$ cat config.mk
export PLATFORM = sky130hd
export DESIGN_NAME = maxpool2x2_c1
export DESIGN_NICKNAME = d
export VERILOG_FILES = /design/src/rtl/nn_pkg.sv /design/src/rtl/pool_line_buf.sv /design/src/rtl/maxpool2x2_c1.sv
export SDC_FILE = /design/constraint.sdc
export NUM_CORES = 1
export LEC_CHECK = 0
export BUFFER_PORTS_ARGS = -buffer_cell sky130_fd_sc_hd__buf_4
export CORE_UTILIZATION = 55
export DETAILED_ROUTE_END_ITERATION = 7
export PLACE_DENSITY_LB_ADDON = 0.12
export SYNTH_ARGS = -nofsm -noshare
export SYNTH_HDL_FRONTEND = slang
export SYNTH_SLANG_ARGS = --single-unit
$ cat constraint.sdc
create_clock -name clk -period 4.5 [get_ports clk]
set_clock_uncertainty 0.1 [all_clocks]
set_input_delay 0.45 -clock clk [delete_from_list [all_inputs] [get_ports clk]]
set_output_delay 0.45 -clock clk [all_outputs]
set_load 0.1 [all_outputs]
$ cat src/rtl/nn_pkg.sv
// Shared CNN datapath constants: default sample width, C1 feature-map size
// and the pooled (pool1) feature-map size.
package nn_pkg;

  localparam int NN_N = 16;
  localparam int C1_W = 24;
  localparam int C1_H = 24;
  localparam int P1_W = C1_W / 2;
  localparam int P1_H = C1_H / 2;

  // Counter/address width that stays legal for a range of a single value.
  function automatic int idx_w(input int n);
    return (n > 1) ? $clog2(n) : 1;
  endfunction

endpackage

$ cat src/rtl/pool_line_buf.sv
// One-row line buffer for 2x2 pooling: one write port and one synchronous read
// port whose output holds until the next read.
module pool_line_buf
  import nn_pkg::*;
#(
  parameter int DATA_W = NN_N,
  parameter int DEPTH  = P1_W,
  parameter int AW     = idx_w(P1_W)
) (
  input  logic                     clk,
  input  logic                     we,
  input  logic [AW-1:0]            waddr,
  input  logic signed [DATA_W-1:0] wdata,
  input  logic                     re,
  input  logic [AW-1:0]            raddr,
  output logic signed [DATA_W-1:0] rdata
);

  logic signed [DATA_W-1:0] mem [DEPTH];

  always_ff @(posedge clk) begin
    if (we) mem[waddr] <= wdata;
    if (re) rdata <= mem[raddr];
  end

endmodule

$ cat src/rtl/maxpool2x2_c1.sv
// 2x2 stride-2 signed max pooling over a raster-order C1 feature map.
// Optional macro MAXPOOL_RELU_EN clamps negative pooled values to zero.
module maxpool2x2_c1
  import nn_pkg::*;
#(
  parameter int N     = NN_N,
  parameter int IMG_W = C1_W,
  parameter int IMG_H = C1_H
) (
  input  logic                clk,
  input  logic                rst,
  input  logic                ce,
  input  logic                din_vld,
  input  logic signed [N-1:0] din,
  output logic signed [N-1:0] dout,
  output logic                dout_vld,
  output logic                frame_end
);

  localparam int OW = IMG_W / 2;
  localparam int CW = idx_w(IMG_W);
  localparam int RW = idx_w(IMG_H);
  localparam int AW = idx_w(OW);

  function automatic logic signed [N-1:0] smax(input logic signed [N-1:0] a,
                                               input logic signed [N-1:0] b);
    return (a > b) ? a : b;
  endfunction

  function automatic logic signed [N-1:0] relu(input logic signed [N-1:0] v);
`ifdef MAXPOOL_RELU_EN
    return v[N-1] ? '0 : v;
`else
    return v;
`endif
  endfunction

  logic [CW-1:0]       col_cnt;
  logic [RW-1:0]       row_cnt;
  logic signed [N-1:0] pair_p0;
  logic signed [N-1:0] dout_p1;
  logic                vld_p1;
  logic                fe_p1;

  logic                accept;
  logic                odd_col;
  logic                odd_row;
  logic                col_last;
  logic                row_last;
  logic [AW-1:0]       buf_addr;
  logic signed [N-1:0] hmax;
  logic signed [N-1:0] buf_rd;
  logic signed [N-1:0] pool;
  logic                buf_we;
  logic                buf_re;

  assign accept   = ce & din_vld;
  assign odd_col  = col_cnt[0];
  assign odd_row  = row_cnt[0];
  assign col_last = (col_cnt == CW'(IMG_W - 1));
  assign row_last = (row_cnt == RW'(IMG_H - 1));
  assign buf_addr = AW'(col_cnt >> 1);
  assign hmax     = smax(pair_p0, din);
  assign pool     = smax(buf_rd, hmax);

  // Odd rows fetch the stored pair on the even column so the data is ready
  // (and held through any gap) when the odd-column sample arrives.
  assign buf_we = accept & odd_col & ~odd_row;
  assign buf_re = accept & ~odd_col & odd_row;

  pool_line_buf #(
    .DATA_W (N),
    .DEPTH  (OW),
    .AW     (AW)
  ) u_line_buf (
    .clk   (clk),
    .we    (buf_we),
    .waddr (buf_addr),
    .wdata (hmax),
    .re    (buf_re),
    .raddr (buf_addr),
    .rdata (buf_rd)
  );

  // Stage p0 -> p1: counters, pair register, pooled output register
  always_ff @(posedge clk) begin
    if (rst) begin
      col_cnt <= '0;
      row_cnt <= '0;
      pair_p0 <= '0;
      dout_p1 <= '0;
      vld_p1  <= 1'b0;
      fe_p1   <= 1'b0;
    end else if (ce) begin
      vld_p1 <= 1'b0;
      fe_p1  <= 1'b0;
      if (din_vld) begin
        if (!odd_col) pair_p0 <= din;
        if (odd_col && odd_row) begin
          dout_p1 <= relu(pool);
          vld_p1  <= 1'b1;
          fe_p1   <= col_last & row_last;
        end
        if (col_last) begin
          col_cnt <= '0;
          row_cnt <= row_last ? '0 : row_cnt + RW'(1);
        end else begin
          col_cnt <= col_cnt + CW'(1);
        end
      end
    end
  end

  // A pending strobe is held while ce is low and shown on the next enabled cycle.
  assign dout      = dout_p1;
  assign dout_vld  = vld_p1 & ce;
  assign frame_end = fe_p1 & ce;

endmodule

==> run metrics, run 1 <==
Syn Inst Count=690; initial core utilization=56.3%; global-route wire length before repair=34.5 mm; Worst Max-Slew Pin Slew=0.956 ns; Total GRT Usage=23.2%; area of the mapped netlist=10600 um^2; largest net degree at the start of global routing=41; synth cell count leaders=edfxtp_1 (208), nand2_1 (80), mux4_2 (48); Sum Neg Setup Slack=0 ns; global placement routability congestion=0.858; crit-path cells=ha_1 > nand4_1 > a2111o_1 > a311oi_4 > buf_4 > mux2i_1 > ha_1 > and4_1 > a221oi_1 > o211ai_1 > nor3b_1 > o31ai_2 > buf_4 > o211ai_1; CP max stage cell=a2111o_1; Setup Buffers After CTS=0; CTS tree=built; Vias=6099; residual DRC count=0; power per cell area=405 nW/um^2; Max Slew Vio Count=0; Detailed Place HPWL=14.2 mm; vias in the first global route=6249; gr ovfl total=0; final hold viol count=0; WP data required=4.84 ns; syn nets=744; Final Core Density=64.8%; multi-input logic area=3190 um^2; initial antenna violation count=0; PortBufs=37; Yosys top cell by area=edfxtp_1; Routed Antenna Nets=0; Slew HR=36.1%; asr flop ratio synth=0%; CTS Buf Count=27; Synth top area share=59.1%; DR WL/cell=21.4 um; Startpoint Class=register; outcome=finished clean; maxcap violations=0; antenna cell count=0; f_max=238 MHz; Die Y=141 um; Reg2Reg Setup Slack=0.29 ns; CP Capture Type=register; share of cells above drive strength 1=21.7%; yosys warns=0; crit path DAT=4.55 ns; first-pass iteration count of the detailed router=4; Final Cycle Share=93.5%; CP top delay family=compound AO/OA/AOI/OAI gates; post-CTS sizing=0; 1st-iter DRT viols=436; final worst path period need=4.21 ns; IO Count=38; #FFs+latches synth=252; static leakage=4.26 nW; vias per inst=6.00; critical path type=register to register; Clock Sinks=252; endpoints failing setup=0; top post-synthesis cells by area=edfxtp_1 (59%), mux4_2 (10%), dfxtp_1 (8.3%), ha_1 (4.0%), mux2i_1 (3.0%); DRT Wirelength=21.8 mm; max incr delay on CP=0.40 ns; Clock Pin Slew Worst Setup and Hold Paths=0.06 ns; CTS Hold Bufs=0; worst skew pair latency=0.53 ns; Avg Synthesized Cell Area=15.3 um^2; Rows=50; Layout Nets=817; H-tree Lvls=1; filler instances=1327; Reg area=7130 um^2; Peak VDD IR=0.000250 V; most common cell in the netlist=edfxtp_1; Synth cell types=44; RSZ-0062 raised after global routing=false; Post-synth top flop=edfxtp_1; Area Overhead vs Synth=15.0%; Die Area=19800 um^2; CTS root buf=clkbuf_16; hold crit path type=input port to register; number of synthesized flops with an enable pin=208; worst path bufs/invs=2; CP Max Fanout=9; Core ar.=18800 um^2; maximum clock path buffer count=3; die span in x=141 um; sequential area share after synthesis=67.4%
## flip-flops by register name (all words and copies together) (netlist names)
name	count
row_cnt	5
u_line_buf.rdata	16
col_cnt	5
pair_p0	16
fe_p1	1
u_line_buf.mem	192
dout	16
vld_p1	1
## metal layers
| layer | routed length [um] | GRT usage [%] | vias to the layer above | share of wire, % |
|---|---|---|---|---|
| met2 | 10900 | 39.5 | 174 | 50 |
| li1 | - | - | 2797 | - |
| met1 | 9300 | 30.7 | 3083 | 43 |
| met4 | 561 | 8.12 | 0 | 2.6 |
| met3 | 1040 | 3.36 | 45 | 4.8 |
| met5 | 0 | 0 | - | 0 |
## cell usage in the layout, fill, tap and decap left out, types with 2 or more instances in the layout
master and count:
and2_1 4, o21ai_0 18, nor3b_1 2, nor2_1 23
nand3_1 5, nand4_1 8, edfxtp_1 208, nor3_1 3
a21oi_1 32, nor3_2 4, nand2b_1 6, nor2b_1 3
clkinv_1 7, clkinv_2 5, mux2i_1 32, ha_1 34
o211ai_1 18, or4_1 2, clkbuf_1 4, a21o_1 4
and3_1 2, and4_1 3, buf_4 76, dfxtp_1 42
bufinv_16 2, o21a_1 2, inv_1 38, o21ai_1 17
nand2_1 80, mux4_2 48, xor2_1 3, clkbuf_16 27
## power breakdown
| part | switching (W) | total (W) | leakage [nW] | internal [W] |
|---|---|---|---|---|
| Clock | 0.000860 | 0.00207 | 0.406 | 0.00121 |
| Combinational | 0.000164 | 0.000268 | 1.61 | 0.000104 |
| Sequential | 0.0000133 | 0.00258 | 2.25 | 0.00257 |
| Total | 0.00104 | 0.00492 | 4.26 | 0.00388 |
## worst min-delay path: stages
cell and delay [ns]:
buf_4 0.12, nand2_1 0.05, a21oi_1 0.05
## path summary, 6_finish.rpt
kind	from	endpoint	depth (start not counted)
min reg2reg	fe_p1$_SDFFE_PP0P_	fe_p1$_SDFFE_PP0P_	2
min	din[13]	pair_p0[13]$_SDFFE_PP0P_	3
max reg2reg	pair_p0[15]$_SDFFE_PP0P_	dout[4]$_SDFFE_PP0P_	14
max	pair_p0[15]$_SDFFE_PP0P_	dout[4]$_SDFFE_PP0P_	14
## final cells by class
cell class              count  area share (%)
flip-flops and latches    252            58.7
multi-input cells         368            26.3
clock buffers              31            5.68
repair buffers             76            4.69
well taps                 234            2.41
inverters                  38            1.17
clock inverters            17            1.12
## cells by family (layout without fill, tap and decap cells)
group           after synthesis  in the layout  share of synthesized area, %
buf+inv                      70            162                          2.60
mux                          80             80                          13.3
fa+ha+maj                    34             34                          4.02
simple gates                149            149                          6.40
compound gates              102            102                          6.07
flops                       252            252                          67.4
xor+xnor                      3              3                         0.249
## metrics by stage
| stage | total power (W) | instance area [um^2] | worst slack (ns) | cells | hold slack (ns) |
|---|---|---|---|---|---|
| 3_3_place_gp | 0.00288 | 11300 | 0.124 | 968 | 0.352 |
| 2_1_floorplan | 0.00279 | 10600 | 0.239 | 690 | 0.341 |
| 5_1_grt | 0.00509 | 12200 | 0.112 | 1016 | 0.0798 |
| 3_5_place_dp | 0.00290 | 11300 | 0.0933 | 968 | 0.358 |
| 6_report | 0.00492 | 12200 | 0.291 | 1016 | 0.0847 |
| 4_1_cts | 0.00496 | 12200 | 0.311 | 1016 | 0.0704 |
Note: power is estimated with default switching activity, not from simulation.
==> inputs of run 2 (changes only) <==
--- a/config.mk
+++ b/config.mk
@@ -6,6 +6,7 @@
 export NUM_CORES = 1
 export LEC_CHECK = 0
 export BUFFER_PORTS_ARGS = -buffer_cell sky130_fd_sc_hd__buf_4
+export CORE_ASPECT_RATIO = 0.8
 export CORE_UTILIZATION = 55
 export DETAILED_ROUTE_END_ITERATION = 7
 export PLACE_DENSITY_LB_ADDON = 0.12
==> run 2 against run 1 <==
  * Combinational power up 6%
  * Sequential power about the same
  * Core utilization up 2.0 points
==> run metrics, run 2 (same netlist as run 1, synthesis figures left out) <==
Sw Ratio=20.2% (-0.87 points); commonest cells after routing, fill and taps aside=edfxtp_1 (208), buf_4 (87), nand2_1 (80); Max Slew Vio Count=0 (unchanged); 1st-iter DRT viols=487 (+12%); Hold Slack=0.0994 ns (+0.0146 ns); Final Cycle Share=95.8% (+2.3 points); worst skew pair latency=0.51 ns (-0.02 ns); maximum clock path buffer count=3 (unchanged); max incr delay on CP=0.44 ns (+0.04 ns); met2 WL=10.8 mm (-0.91%); Layout Nets=826 (+1.1%); endpoints failing setup=0 (unchanged); Placed Cells=997 (+3.0%); residual DRC count=0 (unchanged); vias per inst=5.84 (-2.7%); CP top delay family=compound AO/OA/AOI/OAI gates; f_max=232 MHz (-2.4%); DR WL met3=1.35 mm (+30%); filler instances=1288 (-2.9%); Worst Max-Slew Pin Slew=1.20 ns (+0.245 ns); Top Layer Used=met4; sequential share of power=51.4% (-1.0 points); Peak VDD IR=0.000267 V (+7.1%); power per cell area=406 nW/um^2 (+0.34%); Min-Delay Path Depth=3 (unchanged); cell repeated most along the worst path=o211ai_1; WP depth=14 (unchanged); Die Y=126 um (-10%); Area Overhead vs Synth=16.9%; CP Max Fanout=16 (+7); worst path bufs/invs=1 (-1); max reg flops=192 (unchanged); outcome=finished clean; Total GRT Usage=23.3% (+0.16 points); Psw=0.00101 W (-2.2%); initial core utilization=57.2% (+0.82 points); share of cells above drive strength 1=24.1% (+2.3 points); Startpoint Class=register; static leakage=4.35 nW (+2.1%); vias in the first global route=6322 (+1.2%); WP data required=4.78 ns (-0.06 ns); antenna cell count=0 (unchanged); Slew HR=19.6% (-16 points); maxcap violations=0 (unchanged); CTS Buf Count=24 (-11%); setup ws final=0.188 ns (-0.103 ns); crit path DAT=4.60 ns (+0.05 ns); CP max stage cell=a2111o_1; CP Capture Type=register; Clock Pin Slew Worst Setup and Hold Paths=0.07 ns (about the same); global placement routability congestion=0.883 (+2.9%); DR WL/cell=21.1 um (-1.4%); DRT Wirelength=22.0 mm (+1.2%); hold crit path type=input port to register; first-pass iteration count of the detailed router=5 (+1); global-route wire length before repair=34.4 mm (-0.32%); final worst path period need=4.31 ns (+0.103 ns); initial antenna violation count=0 (unchanged); final cell count without fillers=1043 (+2.7%); PortBufs=37 (unchanged); FF-to-FF path depth=14 (unchanged); Gate power share=5.7% (+0.2 points); crit-path cells=ha_1 > nor2b_1 > o211ai_1 > a2111o_1 > a311oi_4 > buf_12 > mux2i_1 > ha_1 > and4_1 > a221oi_2 > o211ai_1 > and4b_2 > o21ai_0 > o211ai_1; Vias=6090 (-0.15%); Internal=0.00400 W (+3.1%); CTS root buf=clkbuf_16; H-tree Lvls=1 (unchanged); critical path type=register to register; largest net degree at the start of global routing=40 (-2.4%); Clock Sinks=252 (unchanged); die span in x=157 um (+12%); Die Area=19800 um^2 (about the same); pre-CTS setup slack=-0.434 ns (-0.527 ns); final hold viol count=0 (unchanged); commonest non-fill, non-tap cell in the layout=edfxtp_1; WL met1=9.53 mm (+2.5%); Biggest register=u_line_buf.mem; gr ovfl total=0 (unchanged); Core ar.=18500 um^2 (-1.4%); clock power share=43.0% (+0.9 points); Rows=44 (-12%); IO Count=38 (unchanged); CTS tree=built; Final Core Density=66.8% (+2.0 points); Detailed Place HPWL=14.2 mm (about the same); Routed Antenna Nets=0 (unchanged)
run 2: through the flow:
step	cell area, um^2	TNS, ns	power, W
floorplan	10600	0	0.00279
global placement	11400	-2.00	0.00290
detailed placement	11400	-6.23	0.00291
CTS	12300	0	0.00505
global route	12400	-0.0269	0.00515
finish	12400	0	0.00502
run 2: what timing repair did:
action                     in CTS  in global routing
setup endpoints to repair      16                 16
buffers inserted                0                  2
gates resized for setup         1                  3
hold buffers                    0                  0
pin swaps                       0                  1
run 2: final timing paths:
| kind | from | end | slack, ns |
|---|---|---|---|
| setup / recovery | pair_p0[1]$_SDFFE_PP0P_ | dout[13]$_SDFFE_PP0P_ | 0.19 |
| hold / removal | din[2] | pair_p0[2]$_SDFFE_PP0P_ | 0.1 |
| setup reg to reg | pair_p0[1]$_SDFFE_PP0P_ | dout[13]$_SDFFE_PP0P_ | 0.19 |
| hold reg to reg | fe_p1$_SDFFE_PP0P_ | fe_p1$_SDFFE_PP0P_ | 0.36 |
run 2: routing by layer:
| layer | vias to the layer above | GRT usage [%] |
|---|---|---|
| met5 | - | 0 |
| met4 | 0 | 5.43 |
| met3 | 35 | 3.27 |
| met2 | 190 | 38.5 |
| met1 | 3055 | 33.2 |
| li1 | 2810 | - |
run 2: power groups by stage:
| stage | Sequential [W] | Combinational [W] | Clock (W) |
|---|---|---|---|
| floorplan | 0.00262 | 0.000166 | 0 |
| detailed placement | 0.00263 | 0.000282 | 0 |
| global route | 0.00258 | 0.000316 | 0.00226 |
| global placement | 0.00263 | 0.000270 | 0 |
| finish | 0.00258 | 0.000284 | 0.00215 |
| CTS | 0.00258 | 0.000285 | 0.00219 |
run 2: layout make-up:
type,count,area [um^2],area share (%)
Clock buffer,37,785,6.35
Clock inverter,7,93.8,0.759
Inverter,38,143,1.15
Multi-Input combinational cell,368,3210,26.0
Sequential cell,252,7130,57.7
Tap cell,253,317,2.56
Timing Repair Buffer,88,673,5.45
run 2: tightest hold or removal path, cell delays in order:
cell and delay (ns):
buf_4 0.12, nand2_1 0.05, a21oi_1 0.05
